### src/rtl/data_mem_arb_pkg.sv
`default_nettype none
// ============================================================================
// Module      : data_mem_arb_pkg
// Description : Shared types and constants for the data-memory arbiter.
// Revision    : 1.0 - initial release
// ============================================================================
package data_mem_arb_pkg;

    localparam int c_addr_w_default = 8;
    localparam int c_data_w_default = 16;
    localparam int c_starve_w       = 4;

    typedef enum logic [1:0] {
        IDLE    = 2'd0,
        ISSUE   = 2'd1,
        CAPTURE = 2'd2,
        LOCKED  = 2'd3
    } arb_state_t;

    typedef enum logic {
        OWN_CPU = 1'b0,
        OWN_LDR = 1'b1
    } owner_t;

endpackage
`default_nettype wire

### src/rtl/data_mem_arbiter_if.sv
`default_nettype none
// ============================================================================
// Module      : data_mem_arbiter_if
// Description : CPU, loader and memory bus bundle for data_mem_arbiter.
//               DATA_MEM_ARB_LOCK_EN adds the ldr_lock signal.
// Revision    : 1.0 - initial release
// ============================================================================
interface data_mem_arbiter_if
    import data_mem_arb_pkg::*;
#(
    parameter int ADDR_W = c_addr_w_default,
    parameter int DATA_W = c_data_w_default
) ();

    logic              cpu_req;
    logic              cpu_wr;
    logic [ADDR_W-1:0] cpu_addr;
    logic [DATA_W-1:0] cpu_wdata;
    logic              cpu_done;
    logic [DATA_W-1:0] cpu_rdata;
    logic              cpu_stall;

    logic              ldr_req;
    logic              ldr_wr;
    logic [ADDR_W-1:0] ldr_addr;
    logic [DATA_W-1:0] ldr_wdata;
    logic              ldr_done;
    logic [DATA_W-1:0] ldr_rdata;
`ifdef DATA_MEM_ARB_LOCK_EN
    logic              ldr_lock;
`endif

    logic [ADDR_W-1:0] mem_addr;
    logic              mem_wr;
    logic [DATA_W-1:0] mem_wdata;
    logic [DATA_W-1:0] mem_rdata;
    logic              busy;

`ifdef DATA_MEM_ARB_LOCK_EN
    modport slave (
        input  cpu_req, cpu_wr, cpu_addr, cpu_wdata,
        input  ldr_req, ldr_wr, ldr_addr, ldr_wdata, ldr_lock,
        input  mem_rdata,
        output cpu_done, cpu_rdata, cpu_stall,
        output ldr_done, ldr_rdata,
        output mem_addr, mem_wr, mem_wdata, busy
    );
    modport master (
        output cpu_req, cpu_wr, cpu_addr, cpu_wdata,
        output ldr_req, ldr_wr, ldr_addr, ldr_wdata, ldr_lock,
        output mem_rdata,
        input  cpu_done, cpu_rdata, cpu_stall,
        input  ldr_done, ldr_rdata,
        input  mem_addr, mem_wr, mem_wdata, busy
    );
`else
    modport slave (
        input  cpu_req, cpu_wr, cpu_addr, cpu_wdata,
        input  ldr_req, ldr_wr, ldr_addr, ldr_wdata,
        input  mem_rdata,
        output cpu_done, cpu_rdata, cpu_stall,
        output ldr_done, ldr_rdata,
        output mem_addr, mem_wr, mem_wdata, busy
    );
    modport master (
        output cpu_req, cpu_wr, cpu_addr, cpu_wdata,
        output ldr_req, ldr_wr, ldr_addr, ldr_wdata,
        output mem_rdata,
        input  cpu_done, cpu_rdata, cpu_stall,
        input  ldr_done, ldr_rdata,
        input  mem_addr, mem_wr, mem_wdata, busy
    );
`endif

endinterface
`default_nettype wire

### src/rtl/data_mem_arbiter_arb_select.sv
`default_nettype none
// ============================================================================
// Module      : arb_select
// Description : Combinational winner selection and next starvation count.
// Revision    : 1.0 - initial release
// ============================================================================
module arb_select
    import data_mem_arb_pkg::*;
#(
    parameter int CPU_PRIORITY = 1,
    parameter int STARVE_LIMIT = 4
) (
    input  logic                  cpu_req,
    input  logic                  ldr_req,
    input  logic [c_starve_w-1:0] starve_cnt,
    input  owner_t                last_owner,
    output logic                  grant,
    output owner_t                winner,
    output logic [c_starve_w-1:0] starve_nxt
);

    localparam logic [c_starve_w-1:0] c_starve_limit = c_starve_w'(STARVE_LIMIT);
    localparam logic [c_starve_w-1:0] c_one          = c_starve_w'(1);

    always_comb begin
        grant      = cpu_req | ldr_req;
        winner     = OWN_CPU;
        starve_nxt = '0;

        if (cpu_req && ldr_req) begin
            if (CPU_PRIORITY != 0) begin
                winner = (starve_cnt == c_starve_limit) ? OWN_LDR : OWN_CPU;
            end else begin
                winner = (last_owner == OWN_CPU) ? OWN_LDR : OWN_CPU;
            end
        end else if (ldr_req) begin
            winner = OWN_LDR;
        end

        // Count only CPU wins taken while the loader was left waiting.
        if (ldr_req && (winner == OWN_CPU)) begin
            starve_nxt = (starve_cnt == c_starve_limit) ? starve_cnt : starve_cnt + c_one;
        end
    end

endmodule
`default_nettype wire

### src/rtl/data_mem_arbiter.sv
`default_nettype none
// ============================================================================
// Module      : data_mem_arbiter
// Description : Serialises CPU and loader accesses to a single-port synchronous
//               data memory. Optional macro DATA_MEM_ARB_LOCK_EN adds ldr_lock.
// Revision    : 1.0 - initial release
// ============================================================================
module data_mem_arbiter
    import data_mem_arb_pkg::*;
#(
    parameter int ADDR_W       = c_addr_w_default,
    parameter int DATA_W       = c_data_w_default,
    parameter int CPU_PRIORITY = 1,
    parameter int STARVE_LIMIT = 4
) (
    input  logic              clk,
    input  logic              rst_n,
    data_mem_arbiter_if.slave bus
);

    arb_state_t            r_state;
    owner_t                r_owner;
    owner_t                r_last_owner;
    logic [c_starve_w-1:0] r_starve_cnt;
    logic [ADDR_W-1:0]     r_mem_addr;
    logic                  r_mem_wr;
    logic [DATA_W-1:0]     r_mem_wdata;
    logic                  r_cpu_done;
    logic                  r_ldr_done;

    logic                  w_cpu_req;
    logic                  w_grant;
    owner_t                w_winner;
    logic [c_starve_w-1:0] w_starve_nxt;
    logic [ADDR_W-1:0]     w_sel_addr;
    logic                  w_sel_wr;
    logic [DATA_W-1:0]     w_sel_wdata;

`ifdef DATA_MEM_ARB_LOCK_EN
    // While the loader holds the lock the CPU is invisible to arbitration.
    assign w_cpu_req = bus.cpu_req & (r_state != LOCKED);
`else
    assign w_cpu_req = bus.cpu_req;
`endif

    arb_select #(
        .CPU_PRIORITY (CPU_PRIORITY),
        .STARVE_LIMIT (STARVE_LIMIT)
    ) u_arb_select (
        .cpu_req    (w_cpu_req),
        .ldr_req    (bus.ldr_req),
        .starve_cnt (r_starve_cnt),
        .last_owner (r_last_owner),
        .grant      (w_grant),
        .winner     (w_winner),
        .starve_nxt (w_starve_nxt)
    );

    assign w_sel_addr  = (w_winner == OWN_CPU) ? bus.cpu_addr  : bus.ldr_addr;
    assign w_sel_wr    = (w_winner == OWN_CPU) ? bus.cpu_wr    : bus.ldr_wr;
    assign w_sel_wdata = (w_winner == OWN_CPU) ? bus.cpu_wdata : bus.ldr_wdata;

    always_ff @(posedge clk or negedge rst_n) begin
        if (!rst_n) begin
            r_state      <= IDLE;
            r_owner      <= OWN_CPU;
            r_last_owner <= OWN_LDR;
            r_starve_cnt <= '0;
            r_mem_addr   <= '0;
            r_mem_wr     <= 1'b0;
            r_mem_wdata  <= '0;
            r_cpu_done   <= 1'b0;
            r_ldr_done   <= 1'b0;
        end else begin
            // Write enable and done pulses live for exactly one state.
            r_mem_wr   <= 1'b0;
            r_cpu_done <= 1'b0;
            r_ldr_done <= 1'b0;

            case (r_state)
                IDLE: begin
                    r_starve_cnt <= w_starve_nxt;
                    if (w_grant) begin
                        r_mem_addr   <= w_sel_addr;
                        r_mem_wr     <= w_sel_wr;
                        r_mem_wdata  <= w_sel_wdata;
                        r_owner      <= w_winner;
                        r_last_owner <= w_winner;
                        r_state      <= ISSUE;
                    end
                end

                ISSUE: begin
                    r_cpu_done <= (r_owner == OWN_CPU);
                    r_ldr_done <= (r_owner == OWN_LDR);
                    r_state    <= CAPTURE;
                end

                CAPTURE: begin
`ifdef DATA_MEM_ARB_LOCK_EN
                    if ((r_owner == OWN_LDR) && bus.ldr_lock) begin
                        r_state <= LOCKED;
                    end else begin
                        r_state <= IDLE;
                    end
`else
                    r_state <= IDLE;
`endif
                end

`ifdef DATA_MEM_ARB_LOCK_EN
                LOCKED: begin
                    // starve_cnt is deliberately left untouched here.
                    if (!bus.ldr_lock) begin
                        r_state <= IDLE;
                    end else if (w_grant) begin
                        r_mem_addr   <= w_sel_addr;
                        r_mem_wr     <= w_sel_wr;
                        r_mem_wdata  <= w_sel_wdata;
                        r_owner      <= w_winner;
                        r_last_owner <= w_winner;
                        r_state      <= ISSUE;
                    end
                end
`endif

                default: begin
                    r_state <= IDLE;
                end
            endcase
        end
    end

    assign bus.mem_addr  = r_mem_addr;
    assign bus.mem_wr    = r_mem_wr;
    assign bus.mem_wdata = r_mem_wdata;
    assign bus.cpu_done  = r_cpu_done;
    assign bus.ldr_done  = r_ldr_done;
    // Read data comes straight from the memory in the capture cycle.
    assign bus.cpu_rdata = r_cpu_done ? bus.mem_rdata : '0;
    assign bus.ldr_rdata = r_ldr_done ? bus.mem_rdata : '0;
    assign bus.cpu_stall = bus.cpu_req & ~r_cpu_done;
    assign bus.busy      = (r_state != IDLE);

endmodule
`default_nettype wire

### src/flat_wrapper.sv
// flat-port wrapper written by rule: the top's interface ports become plain ports
module data_mem_arbiter_flat import data_mem_arb_pkg::*;
#(
    parameter int ADDR_W       = c_addr_w_default,
    parameter int DATA_W       = c_data_w_default,
    parameter int CPU_PRIORITY = 1,
    parameter int STARVE_LIMIT = 4
)
  (clk, rst_n, bus_cpu_req, bus_cpu_wr, bus_cpu_addr, bus_cpu_wdata, bus_ldr_req, bus_ldr_wr, bus_ldr_addr, bus_ldr_wdata, bus_mem_rdata, bus_cpu_done, bus_cpu_rdata, bus_cpu_stall, bus_ldr_done, bus_ldr_rdata, bus_mem_addr, bus_mem_wr, bus_mem_wdata, bus_busy);
  data_mem_arbiter_if #(.ADDR_W(ADDR_W), .DATA_W(DATA_W)) bus_i ();
  input  logic clk;
  input  logic rst_n;
  input wire logic [$bits(bus_i.cpu_req)-1:0] bus_cpu_req;
  input wire logic [$bits(bus_i.cpu_wr)-1:0] bus_cpu_wr;
  input wire logic [$bits(bus_i.cpu_addr)-1:0] bus_cpu_addr;
  input wire logic [$bits(bus_i.cpu_wdata)-1:0] bus_cpu_wdata;
  input wire logic [$bits(bus_i.ldr_req)-1:0] bus_ldr_req;
  input wire logic [$bits(bus_i.ldr_wr)-1:0] bus_ldr_wr;
  input wire logic [$bits(bus_i.ldr_addr)-1:0] bus_ldr_addr;
  input wire logic [$bits(bus_i.ldr_wdata)-1:0] bus_ldr_wdata;
  input wire logic [$bits(bus_i.mem_rdata)-1:0] bus_mem_rdata;
  output wire logic [$bits(bus_i.cpu_done)-1:0] bus_cpu_done;
  output wire logic [$bits(bus_i.cpu_rdata)-1:0] bus_cpu_rdata;
  output wire logic [$bits(bus_i.cpu_stall)-1:0] bus_cpu_stall;
  output wire logic [$bits(bus_i.ldr_done)-1:0] bus_ldr_done;
  output wire logic [$bits(bus_i.ldr_rdata)-1:0] bus_ldr_rdata;
  output wire logic [$bits(bus_i.mem_addr)-1:0] bus_mem_addr;
  output wire logic [$bits(bus_i.mem_wr)-1:0] bus_mem_wr;
  output wire logic [$bits(bus_i.mem_wdata)-1:0] bus_mem_wdata;
  output wire logic [$bits(bus_i.busy)-1:0] bus_busy;
  assign bus_i.cpu_req = bus_cpu_req;
  assign bus_i.cpu_wr = bus_cpu_wr;
  assign bus_i.cpu_addr = bus_cpu_addr;
  assign bus_i.cpu_wdata = bus_cpu_wdata;
  assign bus_i.ldr_req = bus_ldr_req;
  assign bus_i.ldr_wr = bus_ldr_wr;
  assign bus_i.ldr_addr = bus_ldr_addr;
  assign bus_i.ldr_wdata = bus_ldr_wdata;
  assign bus_i.mem_rdata = bus_mem_rdata;
  assign bus_cpu_done = bus_i.cpu_done;
  assign bus_cpu_rdata = bus_i.cpu_rdata;
  assign bus_cpu_stall = bus_i.cpu_stall;
  assign bus_ldr_done = bus_i.ldr_done;
  assign bus_ldr_rdata = bus_i.ldr_rdata;
  assign bus_mem_addr = bus_i.mem_addr;
  assign bus_mem_wr = bus_i.mem_wr;
  assign bus_mem_wdata = bus_i.mem_wdata;
  assign bus_busy = bus_i.busy;
  data_mem_arbiter #(.ADDR_W(ADDR_W), .DATA_W(DATA_W), .CPU_PRIORITY(CPU_PRIORITY), .STARVE_LIMIT(STARVE_LIMIT)) u_core (.clk(clk), .rst_n(rst_n), .bus(bus_i));
endmodule
### config.mk
export PLATFORM = sky130hd
export DESIGN_NAME = data_mem_arbiter_flat
export DESIGN_NICKNAME = d
export VERILOG_FILES = /design/src/rtl/data_mem_arb_pkg.sv /design/src/rtl/data_mem_arbiter_if.sv /design/src/rtl/data_mem_arbiter_arb_select.sv /design/src/rtl/data_mem_arbiter.sv /design/src/flat_wrapper.sv
export SDC_FILE = /design/constraint.sdc
export NUM_CORES = 1
export LEC_CHECK = 0
export CAP_MARGIN = 25
export CORE_MARGIN = 5
export CORE_UTILIZATION = 45
export DETAILED_ROUTE_END_ITERATION = 8
export DONT_BUFFER_PORTS = 1
export MAX_ROUTING_LAYER = met4
export PLACE_DENSITY_LB_ADDON = 0.2
export SLEW_MARGIN = 20
export SYNTH_ARGS = -nofsm -noshare
export SYNTH_HDL_FRONTEND = slang
export SYNTH_SLANG_ARGS = --single-unit
export TNS_END_PERCENT = 5
### constraint.sdc
create_clock -name clk -period 3.35 [get_ports clk]
set_clock_uncertainty 0.2 [all_clocks]
set_input_delay 0.335 -clock clk [delete_from_list [all_inputs] [get_ports clk]]
set_output_delay 0.335 -clock clk [all_outputs]
set_load 0.05 [all_outputs]
After elaboration in Yosys (flattened, before gate mapping)
Cells that the tools add are included.
{"block": "totals", "in_bits": 70, "output_inout_bits": 61, "register_bits": 34}
{"block": "classes", "eq_ne": 4, "n_addsub": 1, "reduce_logical": 6, "mux": 16, "bitwise_logic": 5}
{"op": "2-to-1 mux 16 bit", "count": 3}
{"op": "2-to-1 mux 1 bit", "count": 8}
{"op": "2-to-1 mux 4 bit", "count": 2}
{"op": "2-to-1 mux 8 bit", "count": 1}
{"op": "adder 4 x 1 -> 4 bit, second input constant", "count": 1}
{"op": "== test 4 x 3 -> 1 bit, second input constant", "count": 1}
{"op": "inequality test 2 bit, second input constant", "count": 2}
{"op": "one-hot mux 2 bit (2 select lines)", "count": 1}
{"op": "AND reduction 2 bit", "count": 2}
{"op": "inverter 1 bit", "count": 3}
{"op": "== test 2 x 1 -> 1 bit, second input constant", "count": 1}
{"op": "logical AND 1 bit", "count": 2}
{"op": "zero test 2 bit", "count": 1}
{"op": "2-to-1 mux 2 bit", "count": 1}
{"op": "nonzero test 2 bit", "count": 1}
{"op": "bitwise AND 1 bit", "count": 1}
{"op": "OR 1 bit", "count": 1}

Logic depth before layout (Yosys ltp)
{"block": "depth", "depth_word": 7, "depth_mapped": 7}

By module
From an unflattened synthesis, not the netlist that was laid out.
{"block": "hier_totals", "cells_unflattened": 157, "area_unflattened_um2": 2077.0}
{"mod": "data_mem_arbiter", "seq_area_each_um2": 877.1, "instances": 1, "cells_each": 138, "area_per_inst_um2": 1958.1}
{"mod": "arb_select", "seq_area_each_um2": 0.0, "instances": 1, "cells_each": 19, "area_per_inst_um2": 118.9}

Worst setup path before layout
OpenSTA, ideal clock, no wires.
{"block": "synth_timing", "kind": "input -> output", "start": "input port bus_cpu_req", "end": "output port bus_cpu_stall", "slack_ns": 1.293, "arrival_ns": 1.522, "required_time_ns": 2.815, "cell_stages": 3, "cell_sequence": "buf_2 > clkbuf_1 > nor2b_1"}
{"block": "synth_between", "elab_chain_len": 1}
{"element": "from (decl)", "line": "flat_wrapper.sv:13", "rtl": "input wire logic [$bits(bus_i.cpu_req)-1:0] bus_cpu_req;"}
{"element": "bitwise AND 1 bit", "line": "data_mem_arbiter.sv:142", "rtl": "assign bus.cpu_stall = bus.cpu_req & ~r_cpu_done;"}
{"element": "to (decl)", "line": "flat_wrapper.sv:24", "rtl": "output wire logic [$bits(bus_i.cpu_stall)-1:0] bus_cpu_stall;"}
No other way between the ends.

Final worst setup path
{"block": "layout_timing", "start": "register u_core.r_state[1]", "end": "output port bus_busy"}
{"block": "layout_between", "elab_chain_len": 1}
{"element": "from (decl)", "line": "data_mem_arbiter.sv:21", "rtl": "arb_state_t r_state;"}
{"element": "from (signal assigned)", "line": "data_mem_arbiter.sv:65", "rtl": "r_state <= IDLE;"}
{"element": "from (signal assigned)", "line": "data_mem_arbiter.sv:89", "rtl": "r_state <= ISSUE;"}
{"element": "from (signal assigned)", "line": "data_mem_arbiter.sv:96", "rtl": "r_state <= CAPTURE;"}
{"element": "nonzero test 2 bit", "line": "data_mem_arbiter.sv:143", "rtl": "assign bus.busy = (r_state != IDLE);"}
{"element": "to (decl)", "line": "flat_wrapper.sv:30", "rtl": "output wire logic [$bits(bus_i.busy)-1:0] bus_busy;"}
No other way between the ends.

==> metrics <==
total internal power 0.00107 W; Worst path slowest cell nor2_4; WL final 5.98 mm; largest net degree at the start of global routing 35; clk sinks 34; TritonCTS Buffers 5; HP Start bus_ldr_wdata[7]; die area 6090 µm²; 1st-iter DRT viols 120; family with the most delay on the worst path buffers and inverters; pwr/cell area 1180 nW/µm²; Non-Filler Cell Area, Final 2220 µm²; outcome completed; synthesized cell area 2080 µm²; Antenna diodes 0; crit path max fanout 28; top achievable clock speed 0.408 GHz; startpoint types register; P_sw 0.00155 W; post-synth top area share 40.8%; clock-pin slew on the worst setup and hold paths 0.07 ns; # IOs 131; Synth area leader dfrtp_1; Remaining DRCs 0; Worst R2R Start u_core.r_starve_cnt[0]$_DFFE_PN0P_; CTS root buf clkbuf_8; fill count 421; Critical Path AT 1.91 ns; Worst Tran Pin Value 0.795 ns; Final Hold Vio Count 0; nets@finish 286; first-pass GRT wire length 9.22 mm; setup slack, reg-to-reg 0.98 ns; via/cell ratio 6.63; Port Buffers 0; Setup Fix Bufs, Post-CTS 0; number of synthesized flops with an enable pin 0; Synth cell types 33; initial antenna violation count 0; Die Y 78.0 µm; num rows 24; final worst path period share 73.1%; setup slack after layout 0.901 ns; Hold Crit Class in2reg; CP endpoint kind output port; Initial Utilization 47.2%; Post-Synthesis Net Count 293; first-pass iteration count of the detailed router 4; sequential fraction of the synthesis area 40.8%; clock power share 13.6%; minimum clock period 2.45 ns; unrepaired setup endpoints after global routing no; register bit total from synthesis 34; Mapped Cells 221; Skew-Pair Late Insertion Delay 0.29 ns; leakage power 0.939 nW; max-cap viol count 0; post-place setup slack 0.982 ns; Max VDD drop 0.567 mV; sw frac 59.1%; Avg WL per Cell 22.4 µm; part of the power in registers 47.9%; Buf/Inv on CP 2; placed cell count 256; placed cell area 2070 µm²; commonest cells after routing, fill and taps aside 34 x and2_1, 34 x dfrtp_1, 26 x nand3_1, 25 x o21ai_0, 24 x nand4_1; CTS max path bufs 2; Comb power frac 38.5%; crit-path cells nor2_4 -> inv_2 -> buf_4; Max stage delay on crit path 0.52 ns; Synth Flop Type dfrtp_1; Final Util 50.3%; TNS Setup 0 ns; Syn. warnings 0; H-Tree Depth 2; TritonCTS clock tree done; final setup violation count 0; Final Max Tran Viols 0; Worst slew margin 47.0%; crit path kind reg2out; CORE AREA 4410 µm²; crit path launch u_core.r_state[1]$_DFFE_PN0P_; Die W 78.0 µm; number of global-route vias before repair 1754; global placer's final weighted congestion 0.749; Synth Area per Inst 9.43 µm²; Final ANT Viol Nets 0; largest cells by area after synthesis dfrtp_1 41%, o211ai_2 11%, and2_1 10%; total gr overflow 0; share of cells above drive strength 1 18.1%; detailed-placement wirelength estimate 4.30 mm; CP required 2.81 ns; fin cells 267; gr usage total 19.4%; asr flop ratio synth 100%; Vias 1771; Layout area overhead 6.55%
power by group through the flow:
stage | registers [W] | logic (W) | clock network [W]
3_5_place_dp | 0.00127 | 0.000997 | 0
4_1_cts | 0.00126 | 0.00101 | 0.000363
5_1_grt | 0.00128 | 0.00110 | 0.000382
3_3_place_gp | 0.00126 | 0.000966 | 0
6_report | 0.00125 | 0.00101 | 0.000357
2_1_floorplan | 0.00120 | 0.000893 | 0
cells by family after synthesis:
| logic type | Yosys count | synth area share (%) |
|---|---|---|
| flops | 34 | 40.8 |
| simple gates | 101 | 29.5 |
| compound gates | 56 | 21.5 |
| buf+inv | 27 | 6.49 |
| mux | 1 | 0.480 |
| fa+ha+maj | 2 | 1.20 |
cell usage after synthesis (3+ instances only):
cell type	number
buf_2	3
nand3_1	26
buf_6	4
clkbuf_1	13
nand2_1	4
inv_1	4
and2_1	34
o211ai_1	4
dfrtp_1	34
nor2b_1	3
o21ai_0	25
nand4_1	24
o211ai_2	19
repair_timing:
action / CTS / global route
hold buffers: 3 / 0
hold endpoints to repair: 35 / 0
gates resized for setup: 0 / 0
worst paths after layout:
kind	cells after the start	end
worst max-delay path	3	bus_busy
worst min-delay path	2	u_core.bus.mem_wdata[7]$_DFFE_PN0P_
worst max register to register	6	u_core.bus.mem_wdata[6]$_DFFE_PN0P_
worst min register to register	1	u_core.bus.cpu_done$_DFF_PN0_
max in group asynchronous	2	u_core.bus.mem_wdata[15]$_DFFE_PN0P_
min in group asynchronous	2	u_core.bus.mem_wdata[8]$_DFFE_PN0P_
cell type report:
type                    instances  area [µm²]  share of cell area, %
inverters                       5        18.8                  0.846
repair buffers                  8        77.6                   3.49
flip-flops and latches         34         851                   38.3
clock buffers                   8         110                   4.96
well taps                      52        65.1                   2.93
multi-input cells             160        1100                   49.4
layer usage:
layer  GRT usage [%]  wire length (µm)  vias up
li1                -                 -      794
met1            22.3              2190      838
met2            31.2              2940      124
met3            5.84               642       15
met4            8.61               199        0
met5               -                 0        -
per-stage QoR:
| stage | hold WS (ns) | total power, W |
|---|---|---|
| after floorplan | -0.161 | 0.00209 |
| after global placement | -0.160 | 0.00223 |
| after detailed placement | -0.160 | 0.00227 |
| after CTS | 0.00247 | 0.00264 |
| after global routing | 0.0117 | 0.00276 |
| final | 0.00304 | 0.00262 |
sequential cells by signal (all words and copies together) (netlist names):
| register | cells |
|---|---|
| u_core.r_owner | 1 |
| u_core.r_state | 2 |
| u_core.bus.ldr_done | 1 |
| u_core.bus.mem_addr | 8 |
| u_core.bus.mem_wr | 1 |
| u_core.r_starve_cnt | 4 |
| u_core.bus.cpu_done | 1 |
| u_core.bus.mem_wdata | 16 |
Power figures use the tool's default switching activity.
